### config.mk
export PLATFORM = sky130hd
export DESIGN_NAME = quiz_countdown_timer_flat
export DESIGN_NICKNAME = d
export VERILOG_FILES = /design/src/rtl/quiz_countdown_timer_if.sv /design/src/rtl/quiz_countdown_timer.sv /design/src/flat_wrapper.sv
export SDC_FILE = /design/constraint.sdc
export NUM_CORES = 1
export LEC_CHECK = 0
export CAP_MARGIN = 0
export CELL_PAD_IN_SITES_DETAIL_PLACEMENT = 1
export CELL_PAD_IN_SITES_GLOBAL_PLACEMENT = 1
export CORE_UTILIZATION = 30
export CTS_CLUSTER_DIAMETER = 120
export DETAILED_ROUTE_END_ITERATION = 8
export HOLD_SLACK_MARGIN = 0.03
export PLACE_DENSITY = 0.64
export SLEW_MARGIN = 40
export SYNTH_ARGS = -nofsm -noshare
export SYNTH_HDL_FRONTEND = slang
export SYNTH_SLANG_ARGS = --single-unit
### constraint.sdc
create_clock -name clk -period 5.45 [get_ports clk]
set_input_delay 1.3625 -clock clk [delete_from_list [all_inputs] [get_ports clk]]
set_output_delay 1.3625 -clock clk [all_outputs]
set_load 0.02 [all_outputs]
### src/rtl/quiz_countdown_timer_if.sv
// rtl/quiz_countdown_timer_if.sv - control and display bundle of the quiz countdown timer
// master drives load/start/pause/bonus; slave returns time, BCD digits and status.
interface quiz_countdown_timer_if #(
  parameter int MIN_W = 6,
  parameter int SEC_W = 6
);
  logic             load_i;
  logic [MIN_W-1:0] load_mins_i;
  logic [SEC_W-1:0] load_secs_i;
  logic             start_i;
  logic             pause_i;
  logic             bonus_i;
  logic [SEC_W-1:0] bonus_secs_i;
  logic [MIN_W-1:0] timer_mins;
  logic [SEC_W-1:0] timer_secs;
  logic [15:0]      hex_digits_o;
  logic [1:0]       state_o;
  logic             expired_o;
  logic             warn_o;
  logic             blank_o;

  modport master (
    output load_i, load_mins_i, load_secs_i, start_i, pause_i, bonus_i, bonus_secs_i,
    input  timer_mins, timer_secs, hex_digits_o, state_o, expired_o, warn_o, blank_o
  );

  modport slave (
    input  load_i, load_mins_i, load_secs_i, start_i, pause_i, bonus_i, bonus_secs_i,
    output timer_mins, timer_secs, hex_digits_o, state_o, expired_o, warn_o, blank_o
  );
endinterface

### src/rtl/quiz_countdown_timer.sv
// rtl/quiz_countdown_timer.sv - mm:ss quiz countdown with pause, saturating bonus and low-time warning
// Optional display blink on warning: define QUIZ_TIMER_WARN_BLINK_EN.
module quiz_countdown_timer #(
  parameter int TICK_DIV  = 50000000,
  parameter int MIN_W     = 6,
  parameter int SEC_W     = 6,
  parameter int MAX_MINS  = 59,
  parameter int WARN_SECS = 10
) (
  input  logic                   clk,
  input  logic                   rst,
  quiz_countdown_timer_if.slave  bus
);

  localparam int PW = (TICK_DIV > 2) ? $clog2(TICK_DIV) : 1;
  localparam logic [PW-1:0]    P_LAST = PW'(TICK_DIV - 1);
  localparam logic [SEC_W-1:0] C59    = SEC_W'(59);
  localparam logic [SEC_W:0]   C60    = (SEC_W + 1)'(60);
  localparam logic [MIN_W-1:0] M_MAX  = MIN_W'(MAX_MINS);

  typedef enum logic [1:0] {
    S_IDLE    = 2'd0,
    S_RUN     = 2'd1,
    S_PAUSE   = 2'd2,
    S_EXPIRED = 2'd3
  } state_t;

  state_t           r_state, w_state_nxt;
  logic [MIN_W-1:0] r_mins, w_mins_nxt;
  logic [SEC_W-1:0] r_secs, w_secs_nxt;
  logic [PW-1:0]    r_presc;
  logic             r_tick_pend, w_pend_nxt;
  logic             r_expired, w_exp_nxt;

  logic             w_tick, w_do_tick, w_bonus_act, w_warn;
  logic [MIN_W-1:0] w_load_mins;
  logic [SEC_W-1:0] w_load_secs, w_bonus_secs;
  logic [SEC_W:0]   w_sum;
  logic [31:0]      w_total;
  logic [7:0]       w_m8, w_s8;

  assign w_load_mins  = (bus.load_mins_i > M_MAX) ? M_MAX : bus.load_mins_i;
  assign w_load_secs  = (bus.load_secs_i > C59) ? C59 : bus.load_secs_i;
  assign w_bonus_secs = (bus.bonus_secs_i > C59) ? C59 : bus.bonus_secs_i;
  assign w_sum        = {1'b0, r_secs} + {1'b0, w_bonus_secs};

  assign w_tick      = (r_state == S_RUN) && (r_presc == P_LAST);
  assign w_bonus_act = bus.bonus_i && (r_state != S_EXPIRED);
  // A tick swallowed by a bonus cycle is replayed from tick_pend while still running.
  assign w_do_tick   = (w_tick || r_tick_pend) && (r_state == S_RUN);

  always_ff @(posedge clk or posedge rst) begin
    if (rst) begin
      r_state     <= S_IDLE;
      r_mins      <= '0;
      r_secs      <= '0;
      r_tick_pend <= 1'b0;
      r_expired   <= 1'b0;
    end else begin
      r_state     <= w_state_nxt;
      r_mins      <= w_mins_nxt;
      r_secs      <= w_secs_nxt;
      r_tick_pend <= w_pend_nxt;
      r_expired   <= w_exp_nxt;
    end
  end

  always_ff @(posedge clk or posedge rst) begin
    if (rst) begin
      r_presc <= '0;
    end else if (bus.load_i) begin
      r_presc <= '0;
    end else if (r_state == S_RUN) begin
      r_presc <= (r_presc == P_LAST) ? '0 : r_presc + 1'b1;
    end
  end

  always_comb begin
    w_state_nxt = r_state;
    w_mins_nxt  = r_mins;
    w_secs_nxt  = r_secs;
    w_pend_nxt  = r_tick_pend;
    w_exp_nxt   = 1'b0;
    if (bus.load_i) begin
      w_mins_nxt  = w_load_mins;
      w_secs_nxt  = w_load_secs;
      w_state_nxt = S_IDLE;
      w_pend_nxt  = 1'b0;
    end else if (w_bonus_act) begin
      if (w_sum >= C60) begin
        if (r_mins >= M_MAX) begin
          w_mins_nxt = M_MAX;
          w_secs_nxt = C59;
        end else begin
          w_mins_nxt = r_mins + 1'b1;
          w_secs_nxt = SEC_W'(w_sum - C60);
        end
      end else begin
        w_secs_nxt = w_sum[SEC_W-1:0];
      end
      if (w_tick) w_pend_nxt = 1'b1;
    end else if (w_do_tick) begin
      w_pend_nxt = 1'b0;
      if (r_secs != '0) begin
        w_secs_nxt = r_secs - 1'b1;
      end else begin
        w_mins_nxt = r_mins - 1'b1;
        w_secs_nxt = C59;
      end
      if ((r_mins == '0) && (r_secs == SEC_W'(1))) begin
        w_state_nxt = S_EXPIRED;
        w_exp_nxt   = 1'b1;
      end
    end else begin
      case (r_state)
        S_IDLE:  if (bus.start_i && ((r_mins != '0) || (r_secs != '0))) w_state_nxt = S_RUN;
        S_RUN:   if (bus.pause_i) w_state_nxt = S_PAUSE;
        S_PAUSE: if (bus.start_i) w_state_nxt = S_RUN;
        default: w_state_nxt = r_state;
      endcase
    end
  end

  assign w_total = 32'(r_mins) * 32'd60 + 32'(r_secs);
  assign w_warn  = ((r_state == S_RUN) || (r_state == S_PAUSE)) &&
                   (w_total != 32'd0) && (w_total <= 32'(WARN_SECS));

  // Both fields are at most 99, so an 8-bit view is enough for the BCD split.
  assign w_m8 = 8'(r_mins);
  assign w_s8 = 8'(r_secs);

  assign bus.timer_mins   = r_mins;
  assign bus.timer_secs   = r_secs;
  assign bus.hex_digits_o = {4'(w_m8 / 8'd10), 4'(w_m8 % 8'd10),
                             4'(w_s8 / 8'd10), 4'(w_s8 % 8'd10)};
  assign bus.state_o      = r_state;
  assign bus.expired_o    = r_expired;
  assign bus.warn_o       = w_warn;

`ifdef QUIZ_TIMER_WARN_BLINK_EN
  localparam logic [PW-1:0] P_HALF = PW'(TICK_DIV / 2 - 1);
  logic r_blank;

  always_ff @(posedge clk or posedge rst) begin
    if (rst) begin
      r_blank <= 1'b0;
    end else if (!w_warn) begin
      r_blank <= 1'b0;
    end else if ((r_state == S_RUN) && ((r_presc == P_HALF) || (r_presc == P_LAST))) begin
      r_blank <= ~r_blank;
    end
  end

  assign bus.blank_o = r_blank;
`else
  assign bus.blank_o = 1'b0;
`endif

endmodule

### src/flat_wrapper.sv
// flat-port wrapper written by rule: the top's interface ports become plain ports
module quiz_countdown_timer_flat 
#(
  parameter int TICK_DIV  = 50000000,
  parameter int MIN_W     = 6,
  parameter int SEC_W     = 6,
  parameter int MAX_MINS  = 59,
  parameter int WARN_SECS = 10
)
  (clk, rst, bus_load_i, bus_load_mins_i, bus_load_secs_i, bus_start_i, bus_pause_i, bus_bonus_i, bus_bonus_secs_i, bus_timer_mins, bus_timer_secs, bus_hex_digits_o, bus_state_o, bus_expired_o, bus_warn_o, bus_blank_o);
  quiz_countdown_timer_if #(.MIN_W(MIN_W), .SEC_W(SEC_W)) bus_i ();
  input  logic clk;
  input  logic rst;
  input wire logic [$bits(bus_i.load_i)-1:0] bus_load_i;
  input wire logic [$bits(bus_i.load_mins_i)-1:0] bus_load_mins_i;
  input wire logic [$bits(bus_i.load_secs_i)-1:0] bus_load_secs_i;
  input wire logic [$bits(bus_i.start_i)-1:0] bus_start_i;
  input wire logic [$bits(bus_i.pause_i)-1:0] bus_pause_i;
  input wire logic [$bits(bus_i.bonus_i)-1:0] bus_bonus_i;
  input wire logic [$bits(bus_i.bonus_secs_i)-1:0] bus_bonus_secs_i;
  output wire logic [$bits(bus_i.timer_mins)-1:0] bus_timer_mins;
  output wire logic [$bits(bus_i.timer_secs)-1:0] bus_timer_secs;
  output wire logic [$bits(bus_i.hex_digits_o)-1:0] bus_hex_digits_o;
  output wire logic [$bits(bus_i.state_o)-1:0] bus_state_o;
  output wire logic [$bits(bus_i.expired_o)-1:0] bus_expired_o;
  output wire logic [$bits(bus_i.warn_o)-1:0] bus_warn_o;
  output wire logic [$bits(bus_i.blank_o)-1:0] bus_blank_o;
  assign bus_i.load_i = bus_load_i;
  assign bus_i.load_mins_i = bus_load_mins_i;
  assign bus_i.load_secs_i = bus_load_secs_i;
  assign bus_i.start_i = bus_start_i;
  assign bus_i.pause_i = bus_pause_i;
  assign bus_i.bonus_i = bus_bonus_i;
  assign bus_i.bonus_secs_i = bus_bonus_secs_i;
  assign bus_timer_mins = bus_i.timer_mins;
  assign bus_timer_secs = bus_i.timer_secs;
  assign bus_hex_digits_o = bus_i.hex_digits_o;
  assign bus_state_o = bus_i.state_o;
  assign bus_expired_o = bus_i.expired_o;
  assign bus_warn_o = bus_i.warn_o;
  assign bus_blank_o = bus_i.blank_o;
  quiz_countdown_timer #(.TICK_DIV(TICK_DIV), .MIN_W(MIN_W), .SEC_W(SEC_W), .MAX_MINS(MAX_MINS), .WARN_SECS(WARN_SECS)) u_core (.clk(clk), .rst(rst), .bus(bus_i));
endmodule
# Yosys cells after proc, flatten, opt, wreduce, memory -nomap -nowiden

Index checks and enable logic that the tools add are counted.

Add/subtract/negate cells: 7
Multipliers: 1
Div/mod/pow operators: 4
Order comparisons: 6
Eq/ne operators: 13
Multiplexer cells: 34
Reduce and logical (&&, ||, !) cells: 21

Operators with widths:

| kind                  | count |
|---|---|
| $mux 6                | 15 |
| $mux 26               | 3 |
| $le 32x4->1 const B   | 1 |
| $reduce_bool 32->1    | 1 |
| $add 26x1->26 const B | 1 |
| $eq 26x26->1 const B  | 1 |
| $gt 6x6->1 const B    | 3 |
| $div 6x4->8 const B   | 2 |
| $mod 6x4->8 const B   | 2 |
| $mux 2                | 7 |
| $add 12x6->13         | 1 |
| $reduce_bool 6->1     | 2 |
| $sub 6x1->6 const B   | 2 |
| $mul 6x4->10 const B  | 1 |
| $mux 1                | 8 |
| $ne 4x3->1 const B    | 2 |
| $add 6x6->7           | 1 |
| $ge 7x6->1 const B    | 1 |
| $logic_and 1x1->1     | 7 |
| $add 6x1->6 const B   | 1 |
| $eq 6x1->1 const B    | 1 |
| $ge 6x6->1 const B    | 1 |
| $logic_not 6->1       | 1 |
| $ne 3x2->1 const B    | 2 |
| 15 further kinds      | 19 |

Bits in registers: 42
Input port bits: 24
Output and inout port bits: 33
Logic and storage cells: 92

# Depth between registers and ports, before layout

Depth in word-level cells: 8
Depth in mapped cells: 12
Mapped depth without buffers: 12

# Worst setup path after synthesis

OpenSTA, ideal clock, no wires.

Kind: flip-flop to output port
Start: register u_core.r_mins[2], in the netlist u_core.bus.timer_mins[2]
End: output bus_warn_o
Arrival: 3.906 ns
Data required time: 4.088 ns
Path slack: 0.182 ns
Stages on the path, launching flop included: 12
Buffers on the path: 0
Path through: dfrtp_1 > fa_1 > fa_1 > inv_1 > fa_1 > inv_1 > ha_1 > nand2b_1 > a21oi_1 > xnor2_1 > o211ai_1 > nor4_1

Longest elaborated chain between the ends: 5
Elaborated cells between the ends (all ways): 6
Those cells by class: add/sub: 1; mul: 1; order compare: 1; reduce/logical: 3

RTL lines:

| element                                                             | line                        | source |
|---|---|---|
| from (decl)                                                         | quiz_countdown_timer.sv:29  | `logic [MIN_W-1:0] r_mins, w_mins_nxt;` |
| from (signal assigned)                                              | quiz_countdown_timer.sv:61  | `r_mins <= w_mins_nxt;` |
| $mul 6x4->10 (*)                                                    | quiz_countdown_timer.sv:124 | `assign w_total = 32'(r_mins) * 32'd60 + 32'(r_secs);` |
| $add 12x6->13 (*)                                                   | quiz_countdown_timer.sv:124 |  |
| parallel branches: the longest is 2 deep, another holds $le 32x4->1 | -                           |  |
| $logic_and 1x1->1 (*)                                               | quiz_countdown_timer.sv:126 | `(w_total != 32'd0) && (w_total <= 32'(WARN_SECS));` |
| to (decl)                                                           | flat_wrapper.sv:26          | `output wire logic [$bits(bus_i.warn_o)-1:0] bus_warn_o;` |

Every way passes the cells marked *.

# Final worst setup path

Start: register u_core.r_mins[0], in the netlist u_core.bus.timer_mins[0]
End: output bus_warn_o

Same word-level chain as after synthesis.

==> summary.md <==
| Metric | Value |
|---|---|
| Status | finished, final reports clean |
| DR vias | 4574 |
| Routed WL | 14500 µm |
| Die area | 16500 µm² |
| Die W | around 130 µm |
| Async SR Flop Fraction | 100% |
| Routability cong. | 0.812 |
| Max cap viols | 0 |
| FMAX | 193 MHz |
| H-tree Lvls | 2 |
| GRT overflow | 0 |
| Fraction of layout cells with a size suffix above 1 | 8.32% |
| Worst Setup Start Kind | register |
| CTS tree | done |
| Yosys warnings | 0 |
| HP Class | reg -> reg |
| Drt first pass iters | 4 |
| Sequential element share of the synthesized area | 21.9% |
| Synth Flop Type | dfrtp_1 |
| Fillers | between 1500 and 2000 |
| Diodes inserted | 0 |
| Number of buffers created by CTS | 5 |
| Crit path kind | reg -> out |
| Core region area | 15400 µm² |
| Synth Area per Inst | about 8.2 µm² |
| Cells after Synth | ~600 |
| Setup violations, final | 0 |
| Syn Std Cell Area | 4800 µm² |
| # DRC | 0 |
| Max Root-Sink Buffers | 2 |
| DP Wirelength | 11100 µm |
| First-pass GRT wire length | between 20000 and 25000 µm |
| Clock Sinks | 42 |
| Overall routing resource usage | 18.2% |
| Row cnt | 45 |
| IO Pins | 57 |
| Reg clk slew, reported paths | around 0.060 ns |
| Worst Max-Slew Pin Slew | 0.750 ns |
| # port buffers | 53 |
| Critical path endpoint category | primary output |
| CP max FO | 3 |
| Initial Utilization | a little under a third |
| Die Y | 128 µm |
| Post-layout instance area | 5750 µm² |
| Slew headroom | around half |
| Syn-to-layout area delta | 19.9% |
| Tmin final | 5.18 ns |
| Distinct cells, synth | 73 |
| Crit path arrival time | 3.81 ns |
| Final-report hold violation count | 0 |
| Initial antenna violation count | 0 |
| Starting DRT DRC Count | 129 |
| Req. time, crit path | 4.09 ns |
| Crit share post-route | roughly 95% |
| Util after Layout | 37.3% |
| Detailed-route vias per instance | 5.39 |
| Worst skew pair latency | 0.29 ns |
| CTS Hold Bufs | 0 |
| Max Clock Skew | 0.00688 ns |
| Placed Area | 5580 µm² |
| Vias in the first global route | 4844 |
| Routed len/inst | 17.1 µm |
| Layout net count | 719 |
| Final slew viol count | 0 |
| Largest net degree at the start of global routing | 43 |
| Post-route ant nets | 0 |
| Seq cells post-synth | 42 |
| Number of enable flip-flop cells after synthesis | 0 |
| Root Driver | clkbuf_16 |
[registers in the layout (all words and copies together) (netlist names)]
register,count
u_core.r_presc,26
u_core.bus.timer_mins,6
u_core.bus.state_o,2
u_core.r_tick_pend,1
u_core.bus.expired_o,1
u_core.bus.timer_secs,6
[synthesized netlist by cell type, types with 3 or more instances]
library cell,instances,area (µm²)
xnor2_1,19,166
inv_1,36,135
nor2b_1,8,50.1
and4_1,5,43.8
ha_1,48,601
buf_2,10,50.1
a21oi_1,29,145
nand3_1,18,90.1
o21a_1,7,52.6
and3_1,10,62.6
o21ai_1,5,25.0
clkbuf_1,12,45.0
xor2_1,8,70.1
o31ai_1,11,82.6
nand2_1,56,210
nor3_1,12,60.1
o21ai_0,55,275
fa_1,11,220
nand2b_1,11,68.8
a21boi_0,3,22.5
nor2_1,49,184
dfrtp_1,42,1050
and2_0,3,18.8
a31oi_1,5,31.3
o211ai_1,4,30.0
nor3b_1,3,22.5
mux2i_1,9,90.1
or3_1,6,37.5
a21o_1,6,45.0
mux2_4,4,60.1
buf_4,5,37.5
nand4_1,11,68.8
o221ai_1,5,43.8
o22ai_1,9,56.3
nor4_1,3,18.8
[cell type report]
cell class / instances / area, µm² / area share [%]
multi-input cells: 484 / 3520 / 61.2
clock buffers: 7 / 143 / 2.48
well taps: 211 / 264 / 4.59
repair buffers: 67 / 631 / 11.0
clock inverters: 1 / 5.00 / 0.0871
flip-flops and latches: 42 / 1050 / 18.3
inverters: 36 / 135 / 2.35
[critical path: stages (launching register included)]
cell	delay, ns
dfrtp_1	0.40
fa_1	0.52
fa_1	0.53
inv_1	0.07
fa_1	0.53
inv_1	0.04
ha_1	0.29
nand2b_1	0.09
a21oi_1	0.27
xnor2_1	0.16
o211ai_1	0.11
nor4_2	0.30
clkbuf_2	0.22
[kinds of logic (layout without fill, tap and decap cells)]
kind of cell             count (synthesis)  after routing  share of synthesized area (%)
AND/OR/NAND/NOR                        212            212                           23.3
other                                    1              3                         0.0782
multiplexers                            13             13                           3.13
flip-flops                              42             42                           21.9
AO/OA/AOI/OAI                          170            170                           23.9
adder cells (fa/ha/maj)                 59             59                           17.1
XOR/XNOR                                27             27                           4.93
buffers and inverters                   63            111                           5.58
[metrics by stage]
| stage | setup WS, ns | hold slack, ns | setup TNS (ns) | std cells |
|---|---|---|---|---|
| 2_1_floorplan | 0.182 | 0.431 | 0 | 589 |
| 3_3_place_gp | 0.162 | 0.465 | 0 | 840 |
| 3_5_place_dp | 0.0654 | 0.481 | 0 | 840 |
| 4_1_cts | 0.0574 | 0.494 | 0 | 848 |
| 5_1_grt | -0.00118 | 0.507 | -0.00118 | 848 |
| 6_report | 0.275 | 0.487 | 0 | 848 |
[per-layer routing]
layer / GRT usage [%] / vias to the layer above / wire [µm]
met2: 33.1 / 70 / 7340
met3: 2.25 / 14 / 376
met1: 22.5 / 2288 / 6580
met4: 4.98 / 0 / 227
met5: 0 / - / 0
li1: - / 2202 / -
[placed cells by master (no fill, tap or decap), types with 3 or more instances in the layout]
master | netlist | layout
a21boi_0 | 3 | 3
a21o_1 | 6 | 6
a21oi_1 | 29 | 29
a31oi_1 | 5 | 5
and2_0 | 3 | 3
and3_1 | 10 | 10
and4_1 | 5 | 5
buf_4 | 5 | 14
clkbuf_16 | 0 | 5
clkdlybuf4s50_1 | 0 | 52
conb_1 | 1 | 3
dfrtp_1 | 42 | 42
fa_1 | 11 | 11
ha_1 | 48 | 48
inv_1 | 36 | 35
mux2_4 | 4 | 4
mux2i_1 | 9 | 9
nand2_1 | 56 | 56
nand2b_1 | 11 | 10
nand3_1 | 18 | 18
nand4_1 | 11 | 11
nor2_1 | 49 | 48
nor2b_1 | 8 | 8
nor3_1 | 12 | 12
o211ai_1 | 4 | 4
o21a_1 | 7 | 7
o21ai_0 | 55 | 55
o21ai_1 | 5 | 4
o221ai_1 | 5 | 5
o22ai_1 | 9 | 9
o31ai_1 | 11 | 11
or3_1 | 6 | 6
xnor2_1 | 19 | 19
xor2_1 | 8 | 8
[worst paths after layout]
kind | start | endpoint | slack, ns | cells after the start
setup / recovery | u_core.bus.timer_mins[0] | bus_warn_o | 0.27 | 12
hold / removal | u_core.r_presc[25] | u_core.r_presc[25] | 0.49 | 1
setup reg to reg | u_core.bus.timer_secs[1] | u_core.bus.timer_mins[5] | 2.38 | 9
hold reg to reg | u_core.r_presc[25] | u_core.r_presc[25] | 0.49 | 1
max in group asynchronous | rst | u_core.r_tick_pend | 3.50 | 3
min in group asynchronous | rst | u_core.bus.timer_mins[5] | 1.53 | 3
[timing repair]
| item | CTS | global route |
|---|---|---|
| buffers inserted | 0 | 0 |
| setup endpoints to repair | 1 | 2 |
| gates resized for setup | 1 | 7 |
Power is not shown: default switching activity piles up to over one toggle a cycle in this logic, so the estimate is an artifact.
